<file path="config.mk">
export PLATFORM = sky130hd
export DESIGN_NAME = sync_bypass_fifo_core
export DESIGN_NICKNAME = d
export VERILOG_FILES = /design/src/rtl/sync_bypass_fifo_pkg.sv /design/src/rtl/sync_bypass_fifo_mem.sv /design/src/rtl/sync_bypass_fifo_core.sv
export SDC_FILE = /design/constraint.sdc
export NUM_CORES = 1
export LEC_CHECK = 0
export CAP_MARGIN = 20
export CORE_UTILIZATION = 45
export DETAILED_ROUTE_END_ITERATION = 12
export SLEW_MARGIN = 10
export SYNTH_ARGS = -nofsm -noshare
export SYNTH_HDL_FRONTEND = slang
export SYNTH_SLANG_ARGS = --single-unit
</file>
<file path="constraint.sdc">
create_clock -name clk_i -period 3.7 [get_ports clk_i]
set_input_delay 0.37 -clock clk_i [delete_from_list [all_inputs] [get_ports clk_i]]
set_output_delay 0.37 -clock clk_i [all_outputs]
set_load 0.03 [all_outputs]
</file>
<file path="src/rtl/sync_bypass_fifo_pkg.sv">
// ---------------------------------------------------------------------------
// sync_bypass_fifo_pkg
//   Shared constants and helpers for the sync_bypass_fifo_core slice.
//   - DEFAULT_ADDR_WIDTH / DEFAULT_DATA_WIDTH: default geometry.
//   - fifo_depth(): number of words for a given pointer width.
//   - fifo_op_e: encoding of the storage operation chosen each cycle. It is
//     used only to make the count update easy to read.
// ---------------------------------------------------------------------------
package sync_bypass_fifo_pkg;

  localparam int unsigned DEFAULT_ADDR_WIDTH = 4;
  localparam int unsigned DEFAULT_DATA_WIDTH = 32;

  // Depth is always a power of two, so the pointers wrap naturally.
  function automatic int unsigned fifo_depth(input int unsigned addr_width);
    return 32'd1 << addr_width;
  endfunction

  typedef enum logic [1:0] {
    OP_IDLE = 2'b00,
    OP_POP  = 2'b01,
    OP_PUSH = 2'b10,
    OP_BOTH = 2'b11
  } fifo_op_e;

endpackage

</file>
<file path="src/rtl/sync_bypass_fifo_mem.sv">
// ---------------------------------------------------------------------------
// sync_bypass_fifo_mem
//   DEPTH x DATA_WIDTH storage array for the FIFO. It has one synchronous
//   write port and one asynchronous read port. The array is not reset, so
//   contents are undefined until they are written. The FIFO never reads a
//   location it has not written.
// Ports
//   clk_i    in   1           clock, rising edge
//   i_we     in   1           write enable
//   i_waddr  in   ADDR_WIDTH  write address
//   i_wdata  in   DATA_WIDTH  write data
//   i_raddr  in   ADDR_WIDTH  read address
//   o_rdata  out  DATA_WIDTH  read data (combinational from i_raddr)
// ---------------------------------------------------------------------------
module sync_bypass_fifo_mem
  import sync_bypass_fifo_pkg::*;
#(
  parameter int unsigned ADDR_WIDTH = DEFAULT_ADDR_WIDTH,
  parameter int unsigned DATA_WIDTH = DEFAULT_DATA_WIDTH
) (
  input  logic                  clk_i,
  input  logic                  i_we,
  input  logic [ADDR_WIDTH-1:0] i_waddr,
  input  logic [DATA_WIDTH-1:0] i_wdata,
  input  logic [ADDR_WIDTH-1:0] i_raddr,
  output logic [DATA_WIDTH-1:0] o_rdata
);

  localparam int unsigned DEPTH = fifo_depth(ADDR_WIDTH);

  logic [DATA_WIDTH-1:0] r_mem [DEPTH];

  always_ff @(posedge clk_i) begin
    if (i_we) begin
      r_mem[i_waddr] <= i_wdata;
    end
  end

  assign o_rdata = r_mem[i_raddr];

endmodule

</file>
<file path="src/rtl/sync_bypass_fifo_core.sv">
// ---------------------------------------------------------------------------
// sync_bypass_fifo_core
//   Single-clock FIFO of 2**ADDR_WIDTH words. The read data port is
//   registered. An optional empty-queue bypass is selected with PASS_THRU=1.
//   The FIFO buffers error positions and values between the stages of the
//   RS decoder Forney path.
//
// Handshake
//   A write is accepted on a rising edge when push=1 and full=0. A read is
//   accepted when pull=1 and empty=0. The popped word appears on data_out
//   just after that edge and holds there until the next pop, bypass or
//   flush. A request that is not accepted is dropped, not held. When
//   PASS_THRU=1 and the FIFO is empty, push+pull together moves data_in
//   straight to data_out and touches no storage.
//
// Ports
//   clk_i     in   1           clock, rising edge
//   rst_ni    in   1           asynchronous active-low reset
//   flush     in   1           synchronous clear (overrides push/pull)
//   data_in   in   DATA_WIDTH  write data
//   push      in   1           write request
//   full      out  1           DEPTH words stored
//   data_out  out  DATA_WIDTH  read data register
//   pull      in   1           read request
//   empty     out  1           zero words stored
//
// Configuration
//   SYNC_BYPASS_FIFO_ASSERT_EN : when defined, simulation checks for
//   overflow and underflow attempts and for count range are compiled in.
// ---------------------------------------------------------------------------
module sync_bypass_fifo_core
  import sync_bypass_fifo_pkg::*;
#(
  parameter int unsigned PASS_THRU  = 0,
  parameter int unsigned ADDR_WIDTH = DEFAULT_ADDR_WIDTH,
  parameter int unsigned DATA_WIDTH = DEFAULT_DATA_WIDTH
) (
  input  logic                  clk_i,
  input  logic                  rst_ni,
  input  logic                  flush,
  input  logic [DATA_WIDTH-1:0] data_in,
  input  logic                  push,
  output logic                  full,
  output logic [DATA_WIDTH-1:0] data_out,
  input  logic                  pull,
  output logic                  empty
);

  localparam logic [ADDR_WIDTH:0] DEPTH_CNT = (ADDR_WIDTH+1)'(fifo_depth(ADDR_WIDTH));
  localparam bit                  BYPASS_EN = (PASS_THRU != 0);

  logic [ADDR_WIDTH-1:0] r_wr_ptr;
  logic [ADDR_WIDTH-1:0] r_rd_ptr;
  logic [ADDR_WIDTH:0]   r_count;
  logic [DATA_WIDTH-1:0] r_data_out;

  logic                  w_empty;
  logic                  w_full;
  logic                  w_bypass;
  logic                  w_pop;
  logic                  w_wr_en;
  logic [DATA_WIDTH-1:0] w_rdata;
  fifo_op_e              w_op;

  // Flags come from registered state only, so they never depend
  // combinationally on push or pull.
  assign w_empty = (r_count == '0);
  assign w_full  = (r_count == DEPTH_CNT);

  // The bypass applies only when the FIFO is empty. It is therefore
  // mutually exclusive with a real pop.
  assign w_bypass = BYPASS_EN & w_empty & push & pull;
  assign w_pop    = pull & ~w_empty & ~flush;
  // A push while full is dropped even if a pop happens in the same cycle.
  assign w_wr_en  = push & ~w_full & ~w_bypass & ~flush;
  assign w_op     = fifo_op_e'({w_wr_en, w_pop});

  sync_bypass_fifo_mem #(
    .ADDR_WIDTH (ADDR_WIDTH),
    .DATA_WIDTH (DATA_WIDTH)
  ) u_mem (
    .clk_i   (clk_i),
    .i_we    (w_wr_en),
    .i_waddr (r_wr_ptr),
    .i_wdata (data_in),
    .i_raddr (r_rd_ptr),
    .o_rdata (w_rdata)
  );

  always_ff @(posedge clk_i or negedge rst_ni) begin
    if (!rst_ni) begin
      r_wr_ptr   <= '0;
      r_rd_ptr   <= '0;
      r_count    <= '0;
      r_data_out <= '0;
    end else if (flush) begin
      r_wr_ptr   <= '0;
      r_rd_ptr   <= '0;
      r_count    <= '0;
      r_data_out <= '0;
    end else begin
      if (w_wr_en) begin
        r_wr_ptr <= r_wr_ptr + 1'b1;
      end
      if (w_pop) begin
        r_rd_ptr   <= r_rd_ptr + 1'b1;
        r_data_out <= w_rdata;
      end else if (w_bypass) begin
        r_data_out <= data_in;
      end
      case (w_op)
        OP_PUSH: r_count <= r_count + 1'b1;
        OP_POP:  r_count <= r_count - 1'b1;
        default: r_count <= r_count;
      endcase
    end
  end

  assign full     = w_full;
  assign empty    = w_empty;
  assign data_out = r_data_out;

`ifdef SYNC_BYPASS_FIFO_ASSERT_EN
  always @(posedge clk_i) begin
    if (rst_ni) begin
      if (push && w_full && !flush) begin
        $error("sync_bypass_fifo_core: overflow attempt (push while full)");
      end
      if (pull && w_empty && !(BYPASS_EN && push)) begin
        $error("sync_bypass_fifo_core: underflow attempt (pull while empty)");
      end
      if (r_count > DEPTH_CNT) begin
        $error("sync_bypass_fifo_core: count %0d exceeds depth", r_count);
      end
    end
  end
`else
  // No simulation checks compiled in. The behaviour is unchanged.
`endif

endmodule

</file>
==> impl_metrics.yaml <==
clock_tree:
  cts_root_buffer: "clkbuf_16"
  post_cts_buffers: 0
  clock-sinks: 557
  cts_buffers: 58
  htreeDepth: 2
  clk_pin_slew_ns: 0.06
  cts_tree: "built"
  clock_latency_ns: 0.63
  cts_buffer_depth: 3
grt:
  overflow: 0
  use_met1_pct: 24.71
  use_met3_pct: 2.703
  grt_use_total_pct: 19.01
  busiest_layer: "met2"
  grt_pass1_wl_mm: 68.37
  grt_pass1_vias: 10570
  grt_max_degree: 76
  grt_util_met2_pct: 33.37
  antenna_found_initial: 0
timing:
  setup_violations: 0
  fmax_mhz: 331.2
  fin_skew_ns: 0.02077
  maxSlewViolCount: 0
  hold_viol: 0
  rsz0062_at_grt: "false"
  worstMarginPinSlew_ns: 0.8729
  tns_ns: 0
  fin_crit_sh_pct: 81.61
  whs_ns: 0.3958
  layout_min_cycle_time_ns: 3.020
  slew_headroom_pct: 41.81
worst_setup_path:
  end_kind: "flip-flop"
  rr_startpoint: "r_count[0]"
  reg2reg_depth: 10
  critPathLaunch: "r_count[0]"
  cp_data_required_time_ns: 4.23
  rrSetupSlack_ns: 0.68
  worstSetupPathType: "flip-flop to flip-flop"
  crit_arrival_ns: 3.55
  critPathLaunchType: "flip-flop"
  critical_path.max_fanout: 9
yosys:
  yosysSeqAreaShare_pct: 75.97
  yosys_warnings: 0
  syn_avg_cell_area_sq_um: 22.53
  synth-seq-cells: 557
  synth_fp_nets: 1010
  synth_area_sq_um: 21720
  yosysUniqueCellTypes: 45
  synth_cells: 964
placement:
  port_buffers: 70
  place_congestion: 0.7276
  hpwl_mm: 25.52
  dpl-instance-area_sq_um: 23410
drt:
  first_pass_iters: 5
  postRouteAntennaNets: 0
  drt-total-wl_mm: 45.27
  drc: 0
  wl_per_cell_um: 25.94
  vias: 9767
  viasPerCell: 5.597
  drt-initial-drc-count: 630
floorplan:
  core_sq_um: 47650
  start_util_pct: 45.59
  rows: 80
  dieArea_sq_um: 49150
  die_x_um: 221.7
  io_pins: 71
  die_y_um: 221.7
run:
  max_cap_violations: 0
cells_and_area:
  diodes: 0
  fin_area_sq_um: 25290
  drive_gt1_share_pct: 33.27
  area_delta_synth_final_pct: 16.45
  final_util_pct: 53.09
  fin_nets: 1129
outcome:
  status: "completed"
power_and_ir_drop:
  p_leak_nw: 7.904
  p_per_area_nw_per_um2: 627.1
  ir_worst_vdd_v: 0.0003673
hold_path:
  hp-class: "input pin to asynchronous set/reset pin"
==> logic make-up (layout without fill, tap and decap cells) <==
group	after synthesis	count (layout)	share of synthesized area (%)
flops	557	557	75.97
buf+inv	54	220	1.584
xor+xnor	8	8	0.3226
compound gates	77	77	3.497
simple gates	61	61	1.360
mux	198	198	16.71
fa+ha+maj	9	9	0.5530
==> flip-flops by register name, indices dropped and copies added (netlist names) <==
signal,count
r_rd_ptr,4
r_count,5
u_mem.r_mem,512
r_wr_ptr,4
data_out,32
==> layer usage <==
| metal | up-vias | routed length (um) |
|---|---|---|
| met5 | - | 0 |
| met4 | 0 | 826 |
| met3 | 52 | 1489 |
| met2 | 170 | 23600 |
| met1 | 5275 | 19350 |
| li1 | 4270 | - |
==> critical path: stages (launching register included) <==
cell      delay, ns
dfrtp_1        0.43
nor4_1         0.47
a21boi_1       0.14
buf_4          0.19
or3_1          0.38
fa_1           0.40
nand2b_1       0.16
a21oi_1        0.29
mux2i_1        0.24
a32oi_1        0.07
a21oi_1        0.17
==> per-stage QoR <==
| stage | power, mW | std cells | setup slack (ns) |
|---|---|---|---|
| global placement | 10.36 | 1637 | 0.6986 |
| floorplan | 9.482 | 964 | 0.7630 |
| detailed placement | 10.39 | 1637 | 0.6483 |
| finish | 15.86 | 1745 | 0.6805 |
| global route | 16.44 | 1745 | 0.4829 |
| CTS | 16.06 | 1745 | 0.6675 |
==> cells in the final DEF, fill, tap and decap left out, drive strengths merged, types with 3 or more instances in the layout <==
| cell type | count |
|---|---|
| a21oi | 5 |
| a22oi | 31 |
| buf | 38 |
| clkbuf | 88 |
| clkdlybuf4s50 | 69 |
| clkinv | 14 |
| dfrtp | 45 |
| edfxtp | 512 |
| ha | 8 |
| inv | 8 |
| mux2 | 37 |
| mux2i | 33 |
| mux4 | 128 |
| nand2 | 13 |
| nor2 | 35 |
| o21ai | 32 |
| or3 | 3 |
| xor2 | 6 |
==> synth_stat cells, drive strengths merged <==
library cell	instances	share of area [%]
a21boi	2	0.069
a21o	2	0.075
a21oi	5	0.12
a22oi	31	1.7
a31oi	1	0.029
a32oi	1	0.040
and2	1	0.029
buf	37	1.3
clkbuf	12	0.21
dfrtp	45	5.2
edfxtp	512	71
fa	1	0.092
ha	8	0.46
inv	5	0.086
mux2	37	1.9
mux2i	33	1.5
mux4	128	13
nand2	13	0.24
nand2b	1	0.029
nand3b	1	0.035
nand4	2	0.058
nor2	35	0.69
nor2b	1	0.029
nor3	1	0.046
nor4	1	0.029
o211ai	1	0.058
o21a	1	0.069
o21ai	32	1.3
o22ai	1	0.029
or3	3	0.086
or3b	1	0.040
or4	1	0.052
xnor2	2	0.081
xor2	6	0.24
==> worst paths after layout <==
check,to
min in group clk_i,data_out[16]
worst min register to register,data_out[16]
max in group asynchronous,data_out[7]
worst max register to register,r_count[4]
worst max-delay path,r_count[4]
worst min-delay path,data_out[28]
==> repair_timing <==
action	4_1_cts	5_1_grt
hold buffers	1	0
endpoints found under the hold margin	27	0
resized for setup	0	0
==> report_power, final <==
group	switching [mW]	internal (mW)	total, mW
Combinational	1.46	1.39	2.85
Sequential	0.266	7.09	7.35
Clock	2.39	3.27	5.66
==> area by class of cell <==
cell class,instances,area [sq um]
clock buffers,88,1674
clock inverters,19,196.4
fillers,3635,22350
inverters,5,18.77
multi-input cells,353,5001
flip-flops and latches,557,16510
well taps,615,769.5
repair buffers,108,1121
No activity file was read; power rests on OpenSTA's default activity.
